[config.mk]
export PLATFORM = sky130hd
export DESIGN_NAME = regfile_wb_scoreboard
export DESIGN_NICKNAME = d
export VERILOG_FILES = /design/src/rtl/regfile_wb_scoreboard_pkg.sv /design/src/rtl/wb_rr_arbiter.sv /design/src/rtl/regfile_wb_scoreboard.sv
export SDC_FILE = /design/constraint.sdc
export NUM_CORES = 1
export LEC_CHECK = 0
export BUFFER_PORTS_ARGS = -buffer_cell sky130_fd_sc_hd__buf_2
export CELL_PAD_IN_SITES_DETAIL_PLACEMENT = 1
export CELL_PAD_IN_SITES_GLOBAL_PLACEMENT = 2
export CORE_UTILIZATION = 27
export DETAILED_ROUTE_END_ITERATION = 8
export GPL_TIMING_DRIVEN = 1
export PLACE_DENSITY_LB_ADDON = 0.1
export SLEW_MARGIN = 30
export SYNTH_ARGS = -nofsm -noshare
export SYNTH_HDL_FRONTEND = slang
export SYNTH_SLANG_ARGS = --single-unit
[constraint.sdc]
create_clock -name clk -period 5.1 [get_ports clk]
set_input_delay 1.02 -clock clk [delete_from_list [all_inputs] [get_ports clk]]
set_output_delay 1.02 -clock clk [all_outputs]
set_load 0.02 [all_outputs]
[src/rtl/regfile_wb_scoreboard_pkg.sv]
// Shared widths and grant encoding for the register-file write-back block.
package regfile_wb_scoreboard_pkg;
   localparam int RF_ADDR_W = 5;
   localparam int RF_NREG   = 32;
   localparam int RF_DATA_W = 64;
   localparam logic [RF_ADDR_W-1:0] ZERO_REG = '0;

   typedef enum logic {
      GRANT_ALU = 1'b0,
      GRANT_LSU = 1'b1
   } grant_e;
endpackage

[src/rtl/wb_rr_arbiter.sv]
// Two-way round-robin grant between ALU and LSU write-back requests.
module wb_rr_arbiter
   import regfile_wb_scoreboard_pkg::*;
(
   input  logic clk,
   input  logic rst_n,
   input  logic alu_req,
   input  logic lsu_req,
   output logic alu_gnt,
   output logic lsu_gnt
);

   grant_e last_grant;

   // Grants are suppressed while reset is asserted so nothing completes then.
   always_comb begin
      alu_gnt = 1'b0;
      lsu_gnt = 1'b0;
      if (rst_n) begin
         if (alu_req && (!lsu_req || last_grant == GRANT_LSU))
            alu_gnt = 1'b1;
         else if (lsu_req)
            lsu_gnt = 1'b1;
      end
   end

   always_ff @(posedge clk) begin
      if (!rst_n)
         last_grant <= GRANT_LSU;
      else if (alu_gnt)
         last_grant <= GRANT_ALU;
      else if (lsu_gnt)
         last_grant <= GRANT_LSU;
   end

endmodule

[src/rtl/regfile_wb_scoreboard.sv]
// Register-file write port owner: ALU/LSU write-back arbitration plus a busy
// scoreboard that holds issue until sources and destination are committed.
module regfile_wb_scoreboard
   import regfile_wb_scoreboard_pkg::*;
#(
   parameter int ADDR_W = RF_ADDR_W,
   parameter int NREG   = RF_NREG,
   parameter int DATA_W = RF_DATA_W
) (
   input  logic              clk,
   input  logic              rst_n,
   input  logic              issue_valid,
   input  logic [ADDR_W-1:0] issue_rd,
   input  logic [ADDR_W-1:0] issue_rs1,
   input  logic              issue_rs1_en,
   input  logic [ADDR_W-1:0] issue_rs2,
   input  logic              issue_rs2_en,
   output logic              issue_ready,
   input  logic              alu_valid,
   input  logic [ADDR_W-1:0] alu_rd,
   input  logic [DATA_W-1:0] alu_data,
   output logic              alu_ready,
   input  logic              lsu_valid,
   input  logic [ADDR_W-1:0] lsu_rd,
   input  logic [DATA_W-1:0] lsu_data,
   output logic              lsu_ready,
   output logic              rf_we,
   output logic [ADDR_W-1:0] rf_waddr,
   output logic [DATA_W-1:0] rf_wdata,
   output logic [ADDR_W:0]   pend_cnt,
   output logic              wb_err
);

   logic [NREG-1:0]   busy;
   logic [NREG-1:0]   busy_nxt;
   logic              set_v;
   logic              inc;
   logic              dec;
   logic              wb_hs;
   logic [ADDR_W-1:0] wb_rd;
   logic [DATA_W-1:0] wb_data;

   wb_rr_arbiter u_arb (
      .clk     (clk),
      .rst_n   (rst_n),
      .alu_req (alu_valid),
      .lsu_req (lsu_valid),
      .alu_gnt (alu_ready),
      .lsu_gnt (lsu_ready)
   );

   assign issue_ready = !(issue_rs1_en && busy[issue_rs1]) &&
                        !(issue_rs2_en && busy[issue_rs2]) &&
                        !(issue_rd != '0 && busy[issue_rd]);

   assign set_v   = issue_valid && issue_ready && issue_rd != '0;
   assign wb_hs   = alu_ready || lsu_ready;
   assign wb_rd   = alu_ready ? alu_rd : lsu_rd;
   assign wb_data = alu_ready ? alu_data : lsu_data;

   // Busy clears on the edge that commits the registered write; a same-cycle
   // set to the same register takes priority.
   always_comb begin
      busy_nxt = busy;
      if (rf_we)
         busy_nxt[rf_waddr] = 1'b0;
      if (set_v)
         busy_nxt[issue_rd] = 1'b1;
      busy_nxt[0] = 1'b0;
   end

   assign inc = set_v && !busy[issue_rd];
   assign dec = rf_we && busy[rf_waddr] && !(set_v && issue_rd == rf_waddr);

   always_ff @(posedge clk) begin
      if (!rst_n) begin
         busy     <= '0;
         pend_cnt <= '0;
         rf_we    <= 1'b0;
         rf_waddr <= '0;
         rf_wdata <= '0;
         wb_err   <= 1'b0;
      end else begin
         busy     <= busy_nxt;
         pend_cnt <= pend_cnt + (ADDR_W+1)'(inc) - (ADDR_W+1)'(dec);
         rf_we    <= wb_hs && wb_rd != '0;
         if (wb_hs) begin
            rf_waddr <= wb_rd;
            rf_wdata <= wb_data;
         end
         if (wb_hs && wb_rd != '0 && !busy[wb_rd])
            wb_err <= 1'b1;
      end
   end

endmodule
==> impl_metrics.toml, run 1 <==
[run_status]
outcome = "complete, no violations"

[layout]
syn2layout_area_growth_pct = 28.6
fillers = 2574
multi_input_area_um2 = 3490
regArea_um2 = 2180
layout.nets = 1040
drive_gt1_share_pct = 35.4
fin_util_pct = 35.8

[logic_synthesis]
synth-seq-cells = 109
synth-edff-count = 0
synth_cells = 670
ys_async_sr_fraction_pct = 0
synth_top_flop_cell = "dfxtp_1"
synth-seq-area-share_pct = 36.9
synth_cell_types = 54
syn-cell-area_um2 = 5920
ys_warn_count = 0
synth_nets = 837
syn_area_per_cell_um2 = 8.83

[global_routing]
grt_pass1_wl_mm = 37.7
grt_pass1_vias = 6478
grt_max_degree = 67
grt_usage_pct = 22.1
grt_overflow = 0
antenna_found_initial = 3

[critical_path]
cp-start-kind = "input port"
crit_fanout = 9
crit_type = "in2reg"
required_ps = 5310
endpoint_kind = "flop"
timing.critical_path.mode_cell = "nor2_1"
cpMaxStageDelayCell = "mux4_2"
cp_cell_sequence = "buf_2 > mux4_2 > nor2b_1 > a211o_1 > a31o_1 > a221oi_4 > and2_1 > nand3_1 > ha_1 > inv_1 > ha_1 > fa_1 > a21oi_1 > nor2_1 > nor2_1 > xor2_1 > nor2_1"
arrival_ps = 4600
cpPeakStageDelay_ps = 520

[power_and_ir_drop]
powerDensity_nw_per_um2 = 296
ir_drop_v = 0.000148
p_int_uw = 1530
swShare_pct = 32.0
p_total_uw = 2250
combPwrFrac_pct = 25.0
p_seq_share_pct = 43.4
power.switching_uw = 722
clkPwrFrac_pct = 31.6
leakagePower_uw = 0.00319

[detailed_routing]
firstDrtPassIters = 5
vias_per_cell = 5.46
drt_wl_total_mm = 24.6
drc = 0
drt_iter0_drc = 245
vias = 6291
wl_per_cell_um = 21.4
ant_nets = 0

[clock_network]
htreeDepth = 3
post_cts_buffers = 0
clock_latency_ps = 350
clk_pin_slew_ps = 70
holdBufCountCts = 0
clock-sinks = 109
cts_buffers = 9
root_buffer = "clkbuf_16"
cts_resized = 0
tritoncts = "done"
cts_buffer_depth = 2

[sta]
report.final.slew_viol_count = 0
setup_viol = 0
fin_skew_ps = 8.56
slew_headroom_pct = 40.3
hold_viol = 0
min_period_ps = 4390
rsz0062_at_grt = "no"
setup-tns-final_ps = 0
worst_pin_slew_ps = 892
period_share_pct = 86.1
fmax_mhz = 228

[job]
maxCapViolations = 0

[min_path]
hold_class = "reg2reg"

[floorplanning]
start_util_pct = 27.9
fp.dieH_um = 150
num_rows = 53
core_area_um2 = 21200
dieArea_um2 = 22500
die_w_um = 150
ioPinCount = 240

[placement]
place_congestion = 0.889
place_hpwl_mm = 18.1
io_buffers = 239
## critical path, delay by kind of cell
family	cells	cell delay (ps)
adders and majority gates	3	880
xor gates and xnor gates	1	150
and+or+nand+nor	6	640
muxes	1	520
AOI/OAI and AO/OA	4	1120
buffers and inverters	2	280
## cells in the mapped netlist, types with 2 or more instances
cell | count | area share (%)
nand2_1 | 73 | 4.6
and2_1 | 4 | 0.42
a211oi_1 | 2 | 0.25
o311a_1 | 2 | 0.34
xor2_1 | 2 | 0.30
a31oi_1 | 2 | 0.21
a2111oi_0 | 2 | 0.30
ha_1 | 6 | 1.3
nor2_1 | 83 | 5.3
a311oi_1 | 27 | 4.0
clkbuf_1 | 42 | 2.7
a211o_1 | 2 | 0.30
o211ai_1 | 31 | 3.9
dfxtp_1 | 109 | 37
nor3_1 | 40 | 3.4
nor2b_1 | 7 | 0.74
mux2_2 | 6 | 1.1
inv_2 | 2 | 0.13
or3b_2 | 2 | 0.30
nand2b_1 | 4 | 0.42
mux2i_1 | 24 | 4.1
nand4_2 | 4 | 0.85
or3_1 | 3 | 0.32
inv_1 | 10 | 0.63
o21ai_0 | 31 | 2.6
nor3b_1 | 2 | 0.25
xnor2_1 | 3 | 0.44
nand3_1 | 19 | 1.6
a21oi_1 | 8 | 0.68
o21ai_1 | 9 | 0.76
o22ai_1 | 39 | 4.1
nand3b_1 | 7 | 0.89
mux4_2 | 31 | 12
buf_1 | 10 | 0.63
nand4_1 | 3 | 0.32
## final cells by class
type | instances | share of cell area, %
Tap cell | 275 | 4.52
Multi-Input combinational cell | 495 | 45.9
Inverter | 12 | 0.609
Clock inverter | 4 | 0.658
Antenna cell | 1 | 0.0329
Timing Repair Buffer | 246 | 16.4
Sequential cell | 109 | 28.7
Clock buffer | 10 | 3.14
## metal layers
| metal | GRT usage (%) | vias up | wire length [µm] |
|---|---|---|---|
| li1 | - | 2919 | - |
| met1 | 26.7 | 3109 | 10300 |
| met2 | 37.5 | 217 | 12100 |
| met3 | 6.19 | 42 | 1760 |
| met4 | 7.58 | 4 | 545 |
| met5 | 0 | - | 18 |
## cells in the final DEF (no fill, tap or decap), types with 2 or more instances in the layout
master,instances
a2111oi_0,2
a211o_1,2
a211oi_1,2
a21oi_1,8
a311oi_1,27
a31oi_1,2
and2_1,4
buf_2,239
buf_4,7
clkbuf_16,9
clkinv_2,2
clkinvlp_4,2
dfxtp_1,109
ha_1,6
inv_1,10
mux2_2,6
mux2i_1,24
mux4_2,31
nand2_1,73
nand2b_1,4
nand3_1,17
nand3b_1,7
nand4_1,3
nand4_2,4
nor2_1,83
nor2b_1,7
nor3_1,40
nor3b_1,2
o211ai_1,31
o21ai_0,31
o21ai_1,9
o22ai_1,39
o311a_1,2
or3_1,3
or3b_2,2
xnor2_1,3
xor2_1,2
## logic make-up (layout without fill, tap and decap cells)
logic type	Yosys count	in the layout	synth area share, %
XOR/XNOR	5	5	0.740
buffers and inverters	66	272	4.34
AO/OA/AOI/OAI	168	168	19.7
flip-flops	109	109	36.9
multiplexers	61	61	17.0
adder cells (fa/ha/maj)	7	7	1.61
other	0	1	0
AND/OR/NAND/NOR	254	254	19.8
## power groups by stage
| stage | combinational, µW | clock [µW] | sequential, µW |
|---|---|---|---|
| detailed placement | 571 | 0 | 996 |
| global route | 624 | 776 | 989 |
| global placement | 557 | 0 | 994 |
| floorplan | 287 | 0 | 1050 |
| finish | 563 | 714 | 978 |
| CTS | 572 | 741 | 979 |
## through the flow
stage | area [µm²] | std cells | worst slack (ps) | hold slack, ps
finish | 7610 | 1152 | 711 | 487
global route | 7600 | 1151 | 429 | 506
CTS | 7600 | 1151 | 671 | 487
detailed placement | 7310 | 1137 | 294 | 471
global placement | 7310 | 1137 | 360 | 467
floorplan | 5920 | 670 | 500 | 491
## final timing paths
path                             start                         to  slack [ps]  depth (start not counted)
max                       issue_rs2[0]     pend_cnt[4]$_SDFF_PN0_         710                         17
min          rf_wdata[25]$_SDFFE_PN0P_  rf_wdata[25]$_SDFFE_PN0P_         490                          2
max reg2reg         busy[7]$_SDFF_PN0_     pend_cnt[4]$_SDFF_PN0_        1240                         16
min reg2reg  rf_wdata[25]$_SDFFE_PN0P_  rf_wdata[25]$_SDFFE_PN0P_         490                          2
## flip-flops by register name, summed over array words and instances, names as in the netlist
register          cells
u_arb.last_grant      1
rf_wdata             64
rf_we                 1
pend_cnt              6
busy                 31
wb_err                1
rf_waddr              5
Power figures use the tool's default switching activity.
==> inputs of run 2 (changes only) <==
--- a/config.mk
+++ b/config.mk
@@ -8,7 +8,7 @@
 export BUFFER_PORTS_ARGS = -buffer_cell sky130_fd_sc_hd__buf_2
 export CELL_PAD_IN_SITES_DETAIL_PLACEMENT = 1
 export CELL_PAD_IN_SITES_GLOBAL_PLACEMENT = 2
-export CORE_UTILIZATION = 27
+export CORE_UTILIZATION = 30
 export DETAILED_ROUTE_END_ITERATION = 8
 export GPL_TIMING_DRIVEN = 1
 export PLACE_DENSITY_LB_ADDON = 0.1
==> constraint.sdc (replaced) <==
create_clock -name clk -period 5.38 [get_ports clk]
set_input_delay 1.076 -clock clk [delete_from_list [all_inputs] [get_ports clk]]
set_output_delay 1.076 -clock clk [all_outputs]
set_load 0.02 [all_outputs]
==> run 2 against run 1 <==
Net effect: global-route usage grew 1.3 points; cell area grew 0.46%; critical path depth is the same; combinational power shrank 6.0%; first-iteration DRC count grew 25%; via count shrank 1.4%; hold slack lost 3.6 ps; sequential share of layout area shrank 0.13 points; non-clock buffer count is the same; sequential power shrank 5.3%; utilization grew 4.3 points; clock-buffer cell count grew 2; largest cell class unchanged.
==> impl_metrics.toml, run 2 (synthesis results as in run 1) <==
[run_status]
outcome = "complete, no violations"

[min_path]
hold_class = "reg2reg"

[sta]
hold_viol = 0
report.final.slew_viol_count = 0
period_share_pct = 81.9
rsz0062_at_grt = "no"
fmax_mhz = 227
setup-tns-final_ps = 0
min_period_ps = 4400
slew_headroom_pct = 37.1
fin_skew_ps = 6.89
setup_viol = 0
worst_pin_slew_ps = 940

[clock_network]
post_cts_buffers = 0
cts_resized = 0
tritoncts = "done"
clk_pin_slew_ps = 80
holdBufCountCts = 0
cts_buffers = 9
clock_latency_ps = 360
clock-sinks = 109
htreeDepth = 3
root_buffer = "clkbuf_16"
cts_buffer_depth = 2

[critical_path]
crit_end = "pend_cnt[4]$_SDFF_PN0_"
cp_num_cells = 17
reg2reg_depth = 16
endpoint_kind = "flop"
crit_fanout = 9
crit_family = "compound AO/OA/AOI/OAI gates"
reg2reg_from = "busy[4]$_SDFF_PN0_"
reg2reg_slack_ps = 1570
r2r-end = "pend_cnt[4]$_SDFF_PN0_"
cpMaxStageDelayCell = "mux4_2"
cp-start-kind = "input port"
cpPeakStageDelay_ps = 520
cp_num_buf_inv = 2
crit_start = "issue_rs2[0]"
cp_cell_sequence = "buf_2 > mux4_2 > nor2b_1 > a211o_1 > a31o_1 > a221oi_4 > and2_1 > nand3_1 > ha_1 > inv_1 > ha_1 > fa_1 > a21oi_1 > nor2_1 > nor2_1 > xor2_1 > nor2_1"
crit_type = "in2reg"
timing.critical_path.mode_cell = "nor2_1"
arrival_ps = 4630
required_ps = 5610

[layout]
top_regs = "rf_wdata (64), busy (31), pend_cnt (6)"
final_common_cell = "buf_2"
regArea_um2 = 2180
layout.nets = 1040
fin_util_pct = 40.2
multi_input_area_um2 = 3490
largest_reg_flops = 64
fillers = 2316
drive_gt1_share_pct = 35.5
syn2layout_area_growth_pct = 29.2
final_cell_mix = "buf_2 (239), dfxtp_1 (109), nor2_1 (83)"
largest_register = "rf_wdata"
fin_area_um2 = 7640

[detailed_routing]
ant_nets = 0
wl_per_cell_um = 20.5
drt_iter0_drc = 306
drt_wl_total_mm = 23.4
vias = 6204
vias_per_cell = 5.45
drc = 0
firstDrtPassIters = 5

[floorplanning]
core_area_um2 = 19000
fp.dieH_um = 142
start_util_pct = 31.1
dieArea_um2 = 20300
die_w_um = 142
num_rows = 50
ioPinCount = 240

[power_and_ir_drop]
powerDensity_nw_per_um2 = 291
ir_drop_v = 0.000149
leakagePower_uw = 0.00322

[placement]
io_buffers = 239
place_hpwl_mm = 17.6
placed_area_um2 = 7300
place_congestion = 0.896

[global_routing]
grt_overflow = 0
antenna_found_initial = 1
grt_usage_pct = 23.5
grt_pass1_wl_mm = 36.5
grt_pass1_vias = 6605
grt_max_degree = 68

[job]
maxCapViolations = 0
## run 2: worst min path at each step
stage                                        from                       endpoint  slack (ps)  cells past startpoint
floorplan           u_arb.last_grant$_SDFFE_PN1P_  u_arb.last_grant$_SDFFE_PN1P_         490                      2
global placement        rf_wdata[33]$_SDFFE_PN0P_      rf_wdata[33]$_SDFFE_PN0P_         470                      2
detailed placement       rf_wdata[6]$_SDFFE_PN0P_       rf_wdata[6]$_SDFFE_PN0P_         480                      2
CTS                      rf_wdata[6]$_SDFFE_PN0P_       rf_wdata[6]$_SDFFE_PN0P_         490                      2
global route            rf_wdata[14]$_SDFFE_PN0P_      rf_wdata[14]$_SDFFE_PN0P_         510                      2
finish                  rf_wdata[25]$_SDFFE_PN0P_      rf_wdata[25]$_SDFFE_PN0P_         480                      2
## run 2: layout make-up
cell class | count | share of cell area [%]
Sequential cell | 109 | 28.6
Clock inverter | 4 | 1.02
Multi-Input combinational cell | 495 | 45.7
Inverter | 12 | 0.589
Antenna cell | 1 | 0.0327
Tap cell | 260 | 4.26
Timing Repair Buffer | 246 | 16.3
Clock buffer | 12 | 3.49
## run 2: metrics by stage
stage / power (µW) / setup WS, ps / std cells / hold slack (ps)
2_1_floorplan: 1270 / 724 / 670 / 491
3_3_place_gp: 1460 / 631 / 1122 / 466
3_5_place_dp: 1480 / 567 / 1122 / 478
4_1_cts: 2250 / 939 / 1138 / 490
5_1_grt: 2340 / 648 / 1138 / 507
6_report: 2220 / 976 / 1139 / 483
## run 2: tightest hold or removal path, delay by kind of cell, from the launching register on
kind	cells	cell delay [ps]
flops	1	310
compound gates	1	80
simple gates	1	50
## run 2: where the power goes
part	leakage [µW]	internal [µW]	switching, µW
logic	0.00216	213	316
clock network	0.000169	450	320
registers	0.000896	871	54.7
## run 2: metal layers
layer / up-vias / track usage, % / part of all wire [%]
met5: - / 0 / 0
met1: 3028 / 27.9 / 41
met4: 0 / 7.81 / 2.4
li1: 2919 / - / -
met2: 228 / 41.0 / 50
met3: 29 / 5.89 / 6.6
==> inputs of run 3 (changes only) <==
--- a/config.mk
+++ b/config.mk
@@ -8,7 +8,7 @@
 export BUFFER_PORTS_ARGS = -buffer_cell sky130_fd_sc_hd__buf_2
 export CELL_PAD_IN_SITES_DETAIL_PLACEMENT = 1
 export CELL_PAD_IN_SITES_GLOBAL_PLACEMENT = 2
-export CORE_UTILIZATION = 30
+export CORE_UTILIZATION = 25
 export DETAILED_ROUTE_END_ITERATION = 8
 export GPL_TIMING_DRIVEN = 1
 export PLACE_DENSITY_LB_ADDON = 0.1
==> constraint.sdc (replaced) <==
create_clock -name clk -period 3.6 [get_ports clk]
set_input_delay 0.72 -clock clk [delete_from_list [all_inputs] [get_ports clk]]
set_output_delay 0.72 -clock clk [all_outputs]
set_load 0.02 [all_outputs]
==> run 3 against run 2 <==
Net effect: die area grew 20%; first-iteration DRC count shrank 5.9%; cell area grew 5.7%; clock-buffer cell count shrank 2; sequential share of layout area shrank 1.6 points; routed wire length grew 9.5%; clock power grew 31%; utilization shrank 4.9 points; total power grew 46%; critical path depth is the same; flip-flop and latch count is the same; global-route usage shrank 2.4 points; critical endpoint unchanged.
==> impl_metrics.toml, run 3 (synthesis results as in run 1) <==
[layout]
layout.nets = 1083
fin_util_pct = 35.3
largest_reg_flops = 64
largest_register = "rf_wdata"
stdcell_count = 1235
top_regs = "rf_wdata (64), busy (31), pend_cnt (6)"
drive_gt1_share_pct = 39.6
final_cell_mix = "buf_2 (237), dfxtp_1 (109), nor2_1 (83)"
syn2layout_area_growth_pct = 36.6
final_common_cell = "buf_2"

[power_and_ir_drop]
p_int_uw = 2160
powerDensity_nw_per_um2 = 402
clkPwrFrac_pct = 31.1
p_seq_share_pct = 42.4
power.switching_uw = 1090
ir_drop_v = 0.000210
leakagePower_uw = 0.00343
swShare_pct = 33.6
combPwrFrac_pct = 26.5

[run_status]
outcome = "complete, no violations"

[clock_network]
root_buffer = "clkbuf_16"
tritoncts = "done"
clock-sinks = 109
cts_buffers = 9
cts_buffer_depth = 2
clock_latency_ps = 360
clk_pin_slew_ps = 90
htreeDepth = 3

[detailed_routing]
drc = 0
ant_nets = 0
wl_per_cell_um = 20.7
drt_iter0_drc = 288
firstDrtPassIters = 5
vias_per_cell = 5.13
vias = 6334
drt_wl_total_mm = 25.6

[sta]
setup-tns-final_ps = 0
worst_pin_slew_ps = 751
slew_headroom_pct = 49.9
setup_viol = 0
fmax_mhz = 284
min_period_ps = 3520
period_share_pct = 97.6
rsz0062_at_grt = "yes"
fin_skew_ps = 14.8
report.final.slew_viol_count = 0
hold_viol = 0

[critical_path]
required_ps = 3850
crit_fanout = 2
cp_cell_sequence = "buf_2 > mux2_2 > a2111oi_4 > a2111oi_0 > a31o_1 > a221oi_4 > and2_4 > nand3_4 > ha_4 > inv_2 > ha_4 > fa_2 > a21oi_2 > nor2_1 > nor2_1 > xor2_1 > nor2_1"
reg2reg_depth = 16
arrival_ps = 3770
endpoint_kind = "flop"
cp-start-kind = "input port"
crit_type = "in2reg"
cpPeakStageDelay_ps = 360
timing.critical_path.mode_cell = "nor2_1"
cpMaxStageDelayCell = "mux2_2"

[floorplanning]
ioPinCount = 240
dieArea_um2 = 24300
num_rows = 55
die_w_um = 156
start_util_pct = 25.8
core_area_um2 = 22900
fp.dieH_um = 156

[placement]
dp.cells = 1218
io_buffers = 239
place_hpwl_mm = 19.7
place_congestion = 0.882

[min_path]
min_path_cells = 2
hold_class = "reg2reg"

[global_routing]
grt_pass1_vias = 6754
grt_overflow = 0
grt_usage_pct = 21.1
grt_max_degree = 97
antenna_found_initial = 6
grt_pass1_wl_mm = 38.9

[job]
maxCapViolations = 0
run 3: repair_timing:
| item | CTS | global route |
|---|---|---|
| hold buffers | 0 | 0 |
| resized for setup | 4 | 3 |
| setup endpoints to repair | 2 | 2 |
| buffers inserted | 0 | 0 |
| pin swaps | 7 | 2 |
run 3: final timing paths:
kind / endpoint / slack [ps] / startpoint
worst max register to register: pend_cnt[4]$_SDFF_PN0_ / 170 / busy[4]$_SDFF_PN0_
worst min register to register: rf_wdata[6]$_SDFFE_PN0P_ / 490 / rf_wdata[6]$_SDFFE_PN0P_
worst max-delay path: pend_cnt[4]$_SDFF_PN0_ / 80 / issue_rs2[1]
worst min-delay path: rf_wdata[6]$_SDFFE_PN0P_ / 490 / rf_wdata[6]$_SDFFE_PN0P_
run 3: power groups by stage:
stage	Sequential [µW]	Combinational, µW	Clock, µW
3_5_place_dp	1410	865	0
6_report	1380	862	1010
2_1_floorplan	1490	419	0
5_1_grt	1390	943	1100
4_1_cts	1380	870	1050
3_3_place_gp	1400	839	0
run 3: per-stage QoR:
step / hold slack, ps / cell area, µm² / setup WS [ps] / total power [µW]
2_1_floorplan: 491 / 5990 / -378 / 1910
3_3_place_gp: 467 / 7750 / -496 / 2240
3_5_place_dp: 469 / 7750 / -545 / 2270
4_1_cts: 487 / 8050 / 8.65 / 3300
5_1_grt: 511 / 8080 / -68.4 / 3430
6_report: 486 / 8080 / 84.9 / 3250
run 3: critical path: cells and delay by family:
family,cells,cell delay [ps]
compound gates,5,1150
fa+ha+maj,3,760
simple gates,5,480
mux,1,360
xor+xnor,1,150
buf+inv,2,130
run 3: per-layer routing:
metal	vias up	GRT usage [%]	wire (µm)
met5	-	0	18
met4	4	6.82	473
met3	31	5.25	1670
met2	221	36.7	12900
met1	3076	25.3	10600
li1	3002	-	-
run 3: area by class of cell:
class	instances	area (µm²)
Clock buffer	10	239
Clock inverter	6	52.6
Timing Repair Buffer	289	1610
Fill cell	2794	14800
Antenna cell	1	2.50
Inverter	12	45.0
Tap cell	313	392
Multi-Input combinational cell	495	3560
Sequential cell	109	2180
